`src/rtl/sw_debouncer.sv`:
```
`default_nettype none
// ============================================================================
// Module      : sw_debouncer
// Description : Per-channel 2-FF synchronizer plus tick-sampled stability
//               filter, producing a clean level and one-cycle rise/fall strobes.
// Revision    : 1.0 - initial release
// ============================================================================
module sw_debouncer #(
    parameter int WIDTH      = 1,
    parameter int TICK_DIV   = 1,
    parameter int STABLE_CNT = 4
) (
    input  logic             clk,
    input  logic             reset,
    input  logic [WIDTH-1:0] sw_in,
    output logic [WIDTH-1:0] sw_level,
    output logic [WIDTH-1:0] sw_rise,
    output logic [WIDTH-1:0] sw_fall
);

    localparam int c_DIV_W = (TICK_DIV > 1) ? $clog2(TICK_DIV) : 1;
    localparam int c_CNT_W = $clog2(STABLE_CNT);
    localparam logic [c_DIV_W-1:0] c_DIV_LAST = c_DIV_W'(TICK_DIV - 1);
    localparam logic [c_CNT_W-1:0] c_CNT_LAST = c_CNT_W'(STABLE_CNT - 1);

    logic [WIDTH-1:0]   r_sync1;
    logic [WIDTH-1:0]   r_sync2;
    logic [c_DIV_W-1:0] r_div;
    logic               w_tick;
    logic [WIDTH-1:0]   r_filt;
    logic [c_CNT_W-1:0] r_cnt [WIDTH];

    assign w_tick = (r_div == c_DIV_LAST);

    // r_filt is the qualified state; sw_level and the strobes are a registered
    // view of it, so all three outputs change on the same edge.
    always_ff @(posedge clk or negedge reset) begin
        if (!reset) begin
            r_sync1  <= '0;
            r_sync2  <= '0;
            r_div    <= '0;
            r_filt   <= '0;
            sw_level <= '0;
            sw_rise  <= '0;
            sw_fall  <= '0;
            for (int i = 0; i < WIDTH; i++) begin
                r_cnt[i] <= '0;
            end
        end else begin
            r_sync1  <= sw_in;
            r_sync2  <= r_sync1;
            r_div    <= w_tick ? '0 : r_div + 1'b1;
            sw_level <= r_filt;
            sw_rise  <= r_filt & ~sw_level;
            sw_fall  <= ~r_filt & sw_level;
            if (w_tick) begin
                for (int i = 0; i < WIDTH; i++) begin
                    if (r_sync2[i] == r_filt[i]) begin
                        r_cnt[i] <= '0;
                    end else if (r_cnt[i] == c_CNT_LAST) begin
                        r_filt[i] <= r_sync2[i];
                        r_cnt[i]  <= '0;
                    end else begin
                        r_cnt[i] <= r_cnt[i] + 1'b1;
                    end
                end
            end
        end
    end

endmodule
`default_nettype wire

```
`config.mk`:
```
export PLATFORM = sky130hd
export DESIGN_NAME = sw_debouncer
export DESIGN_NICKNAME = d
export VERILOG_FILES = /design/src/rtl/sw_debouncer.sv
export SDC_FILE = /design/constraint.sdc
export NUM_CORES = 1
export LEC_CHECK = 0
export ABC_AREA = 1
export BUFFER_PORTS_ARGS = -buffer_cell sky130_fd_sc_hd__buf_4
export CAP_MARGIN = 15
export CORE_AREA = 8 8 45 47
export DETAILED_ROUTE_END_ITERATION = 7
export DIE_AREA = 0 0 53 55
export PLACE_DENSITY = 0.47
export SLEW_MARGIN = 15
export SYNTH_ARGS = -nofsm -noshare
export SYNTH_HDL_FRONTEND = slang
export SYNTH_SLANG_ARGS = --single-unit
```
`constraint.sdc`:
```
create_clock -name clk -period 1.3 [get_ports clk]
set_input_delay 0.26 -clock clk [delete_from_list [all_inputs] [get_ports clk]]
set_output_delay 0.26 -clock clk [all_outputs]
set_load 0.01 [all_outputs]
```
# --- Yosys cells after proc, flatten, opt, wreduce, memory -nomap -nowiden ---
# Index checks and enable logic that the tools add are counted.
totals:
  regBits: 9
  inputBits: 3
  out_inout_bits: 3
  wordCells: 22
classes:
  add_sub_neg: 2
  eq_ne: 2
  mux: 3
  bitwise: 6
  n_reduce_logical: 1
ops:
  columns: ["op", "n"]
  rows:
  - ["$mux 2", 2]
  - ["$not 1->1", 4]
  - ["$reduce_and 3->1", 1]
  - ["$add 2x1->2 const B", 1]
  - ["$and 1x1->1", 2]
  - ["$eq 2x2->1 const B", 1]
  - ["$add 1x1->1 const B", 1]
  - ["$eq 1x1->1", 1]
  - ["$mux 1", 1]

# --- Depth between registers and ports, before layout ---
logic_depth:
  depth_word: 3
  depth_mapped: 4
  ltp_nobuf: 4

# --- Worst setup path after synthesis ---
# OpenSTA, ideal clock, no wires.
synth_timing:
  path_type: "reg2reg"
  startpoint: "register r_cnt[0] in the netlist's numbering"
  endpoint: "register r_cnt[0] in the netlist's numbering"
  setup_ps: 71
  t_arrival_ps: 850
  required_time_ps: 1229
  setup_slack_ps: 378
  path_stages_with_launch: 4
  n_path_buf: 0
  synth_period_minus_slack_ps: 922
  cell_sequence: "dfrtp_1 > ha_1 > or2_0 > nor2_1"
synth_via:
  elab_chain_cells: 3
  word_cells_on_any_way: 4
  classes_between: "add/sub (1); eq/ne (1); mux (2)"
synth_lines:
  columns: ["item", "line_no", "source"]
  rows:
  - ["from (decl)", "31", "logic [c_CNT_W-1:0] r_cnt [WIDTH];"]
  - ["from (signal, indexed assignment)", "64", "r_cnt[i] <= r_cnt[i] + 1'b1;"]
  - ["$add 2x1->2 or $eq 2x2->1 (tied branches)", "64, 60", null]
  - ["$mux 2 *", "60", "end else if (r_cnt[i] == c_CNT_LAST) begin"]
  - ["$mux 2 *", "58", "if (r_sync2[i] == r_filt[i]) begin"]
# Every way passes the cells marked *; elsewhere a longest branch is shown, timed or not.
# A chain may end at the register's enable or synchronous reset.

# --- Worst setup path in the final report ---
layout_timing:
  startpoint: "register sw_level"
  endpoint: "output sw_level"
layout_lines:
  columns: ["item", "line_no", "source"]
  rows:
  - ["from (decl)", "16", "output logic [WIDTH-1:0] sw_level,"]
  - ["from (signal assigned)", "53", "sw_level <= r_filt;"]
# No word-level cell between the ends.

==> results.md <==
* Outcome: finished, final reports clean
* TritonCTS sink count at 8
* Cells after Synth at 23
* Net Count, Synth at 27
* Core Area at around 1400 sq um
* FMAX at around 960 MHz
* Commonest non-fill, non-tap cells in the layout: 8 x dfrtp_1, 5 x buf_4, 4 x inv_1, 4 x nand2_1, 4 x nor2_1
* Hold Path Class: input port to flip-flop
* Nets at 38
* Die width at 53 um
* Worst-Skew Late Latency at between 200 and 300 ps
* Setup Buffers After CTS at 0
* Worst hold slack at ~120 ps
* TritonRoute pass-1 iters at 2
* ANT cells at 0
* Routed wl met2 at 153 um
* Clock Tree Buf Depth at 2
* Initial Util at 0.194
* Crit path max-delay cell type: dfrtp_1
* Max Slew Vio Count at 0
* Drt first-iter violations at 4
* Hpwl dp at 298 um
* Vias in the first global route at around 190
* Met3 Wirelength at about 77 um
* Fin crit period at 1050 ps
* GRT Util Overall at 0.0452
* Area leader, netlist: dfrtp_1
* Avg Cell Area, Syn at between 10 and 15 sq um
* Crit-path cells: buf_4
* Worst setup EP type: output pin
* Placed cell areas at approximately 330 sq um
* Design Power at about 0.00076 W
* DR WL/cell at ~8.4 um
* Worst EP required at 1040 ps
* Number of port buffers at 5
* Global-route wire length before repair at just under 800 um
* Uppermost routed layer: met3
* Resize count post-CTS at 0
* P&R area growth vs syn at 33.5%
* PD cells at around 2100 nW/um^2
* Cell count after placement at 44
* Arrival time worst endpoint at roughly 790 ps
* Critical Path Max Stage Delay at slightly below 400 ps
* Final non-filler cell total at between 40 and 50
* Top cell type's share of synthesized area at 0.744
* Max-cap violations at 0
* Maximum number of pins on one net before global-route repair at 9
* Die Footprint at between 2000 and 3000 sq um
* Fin crit share at 0.804
* Via count at about 180
* Synth Cell Area at ~270 sq um
* Synth top area cells: dfrtp_1 74%, inv_1 5.6%, nand2_1 5.6%, nor2_1 5.6%, ha_1 4.7%
* DRC viols at 0
* Placer congestion estimate at roughly 0.63
* Final non-filler cell area at 359 sq um
* Final Skew at 3.87 ps
* TNS Setup at 0 ps
* Rel. slew slack at 0.918
* Layout cells sized above 1 at 0.250
* CTS tree: yes
* IR drop worst, VDD at around 0.66 mV
* Row count at 14
* Setup CP Type: flip-flop to output pin
* ANT nets after route at 0
* Crit-path max FO at 3
* Sequential-to-total area share from yosys stat at 0.744
* Worst path top cell family by delay: flip-flops
* Buf+Inv Stages, Crit Path at 1
* Top-Level Pins at 6
* Commonest non-fill, non-tap cell in the layout: dfrtp_1
* Chip height at 55 um
* Setup violators final at 0
* Grt total ovfl at 0
* CTS root buf: clkbuf_4
* Num CTS Buffers at 3
* Final wirelength at 402 um
* Crit start category: flip-flop
* Ys Warns at 0
* Synth unique cells at 7
* Register bit total from synthesis at 8
* Initial antenna violation count at 0
* Leakage power at 0.191 nW
* M1 WL at approximately 170 um
* Drt via density at 3.69
* Worst-path clk slew at ~50 ps
* CTS H-Tree Depth at 1
* Worst Max-Slew Pin Slew at roughly 120 ps
* Filler cells at 147
* RSZ-0062 raised after global routing: no
* Fin. Hold Viols at 0
area by class of cell:
type,count,area [sq um],area share
flip-flops and latches,8,200,0.557
multi-input cells,11,53.8,0.150
well taps,16,20.0,0.0557
repair buffers,6,47.5,0.132
clock buffers,3,22.5,0.0627
inverters,4,15.0,0.0418
cells in the mapped netlist:
library cell and count:
ha_1 1, nand2_1 4, or2_0 1, dfrtp_1 8, inv_1 4, nor2_1 4, o21ai_0 1
through the flow:
step / utilization / worst slack, ps
finish: 0.259 / 254
global route: 0.259 / 206
CTS: 0.259 / 241
detailed placement: 0.236 / 336
global placement: 0.236 / 354
floorplan: - / 378
flip-flops by register name (all words and copies together), names as in the netlist:
register	count
r_cnt	2
r_filt	1
r_sync1	1
r_sync2	1
sw_fall	1
sw_level	1
sw_rise	1
timing repair:
action | in CTS | in global routing
hold buffers | 1 | 0
setup endpoints to repair | 0 | 0
endpoints found under the hold margin | 8 | 0
worst paths after layout:
kind	from	endpoint	slack (ps)	cells past startpoint
max reg2reg	r_cnt[0]	r_cnt[0]	320	3
max	sw_level	sw_level	250	1
min in group asynchronous	reset	sw_fall	360	2
min reg2reg	r_sync1	r_sync2	340	0
max in group asynchronous	reset	r_cnt[1]	810	2
min	sw_in	r_sync1	120	1
where the power goes:
part	internal (W)	switching, W	leakage (nW)
registers	0.000333	0.0000414	0.100
clock network	0.000105	0.0000770	0.0138
logic	0.0000992	0.000101	0.0766
per-layer routing:
metal / vias to the layer above / track usage
li1: 86 / -
met1: 83 / 0.0295
met2: 8 / 0.0527
met3: 0 / 0.0722
met4: 0 / 0.0388
met5: - / 0
cells by family after synthesis:
family | after synthesis | synth area share
and+or+nand+nor | 9 | 0.135
adders and majority gates | 1 | 0.0465
DFF | 8 | 0.744
AOI/OAI and AO/OA | 1 | 0.0186
buffers and inverters | 4 | 0.0558
Power figures use the tool's default switching activity.
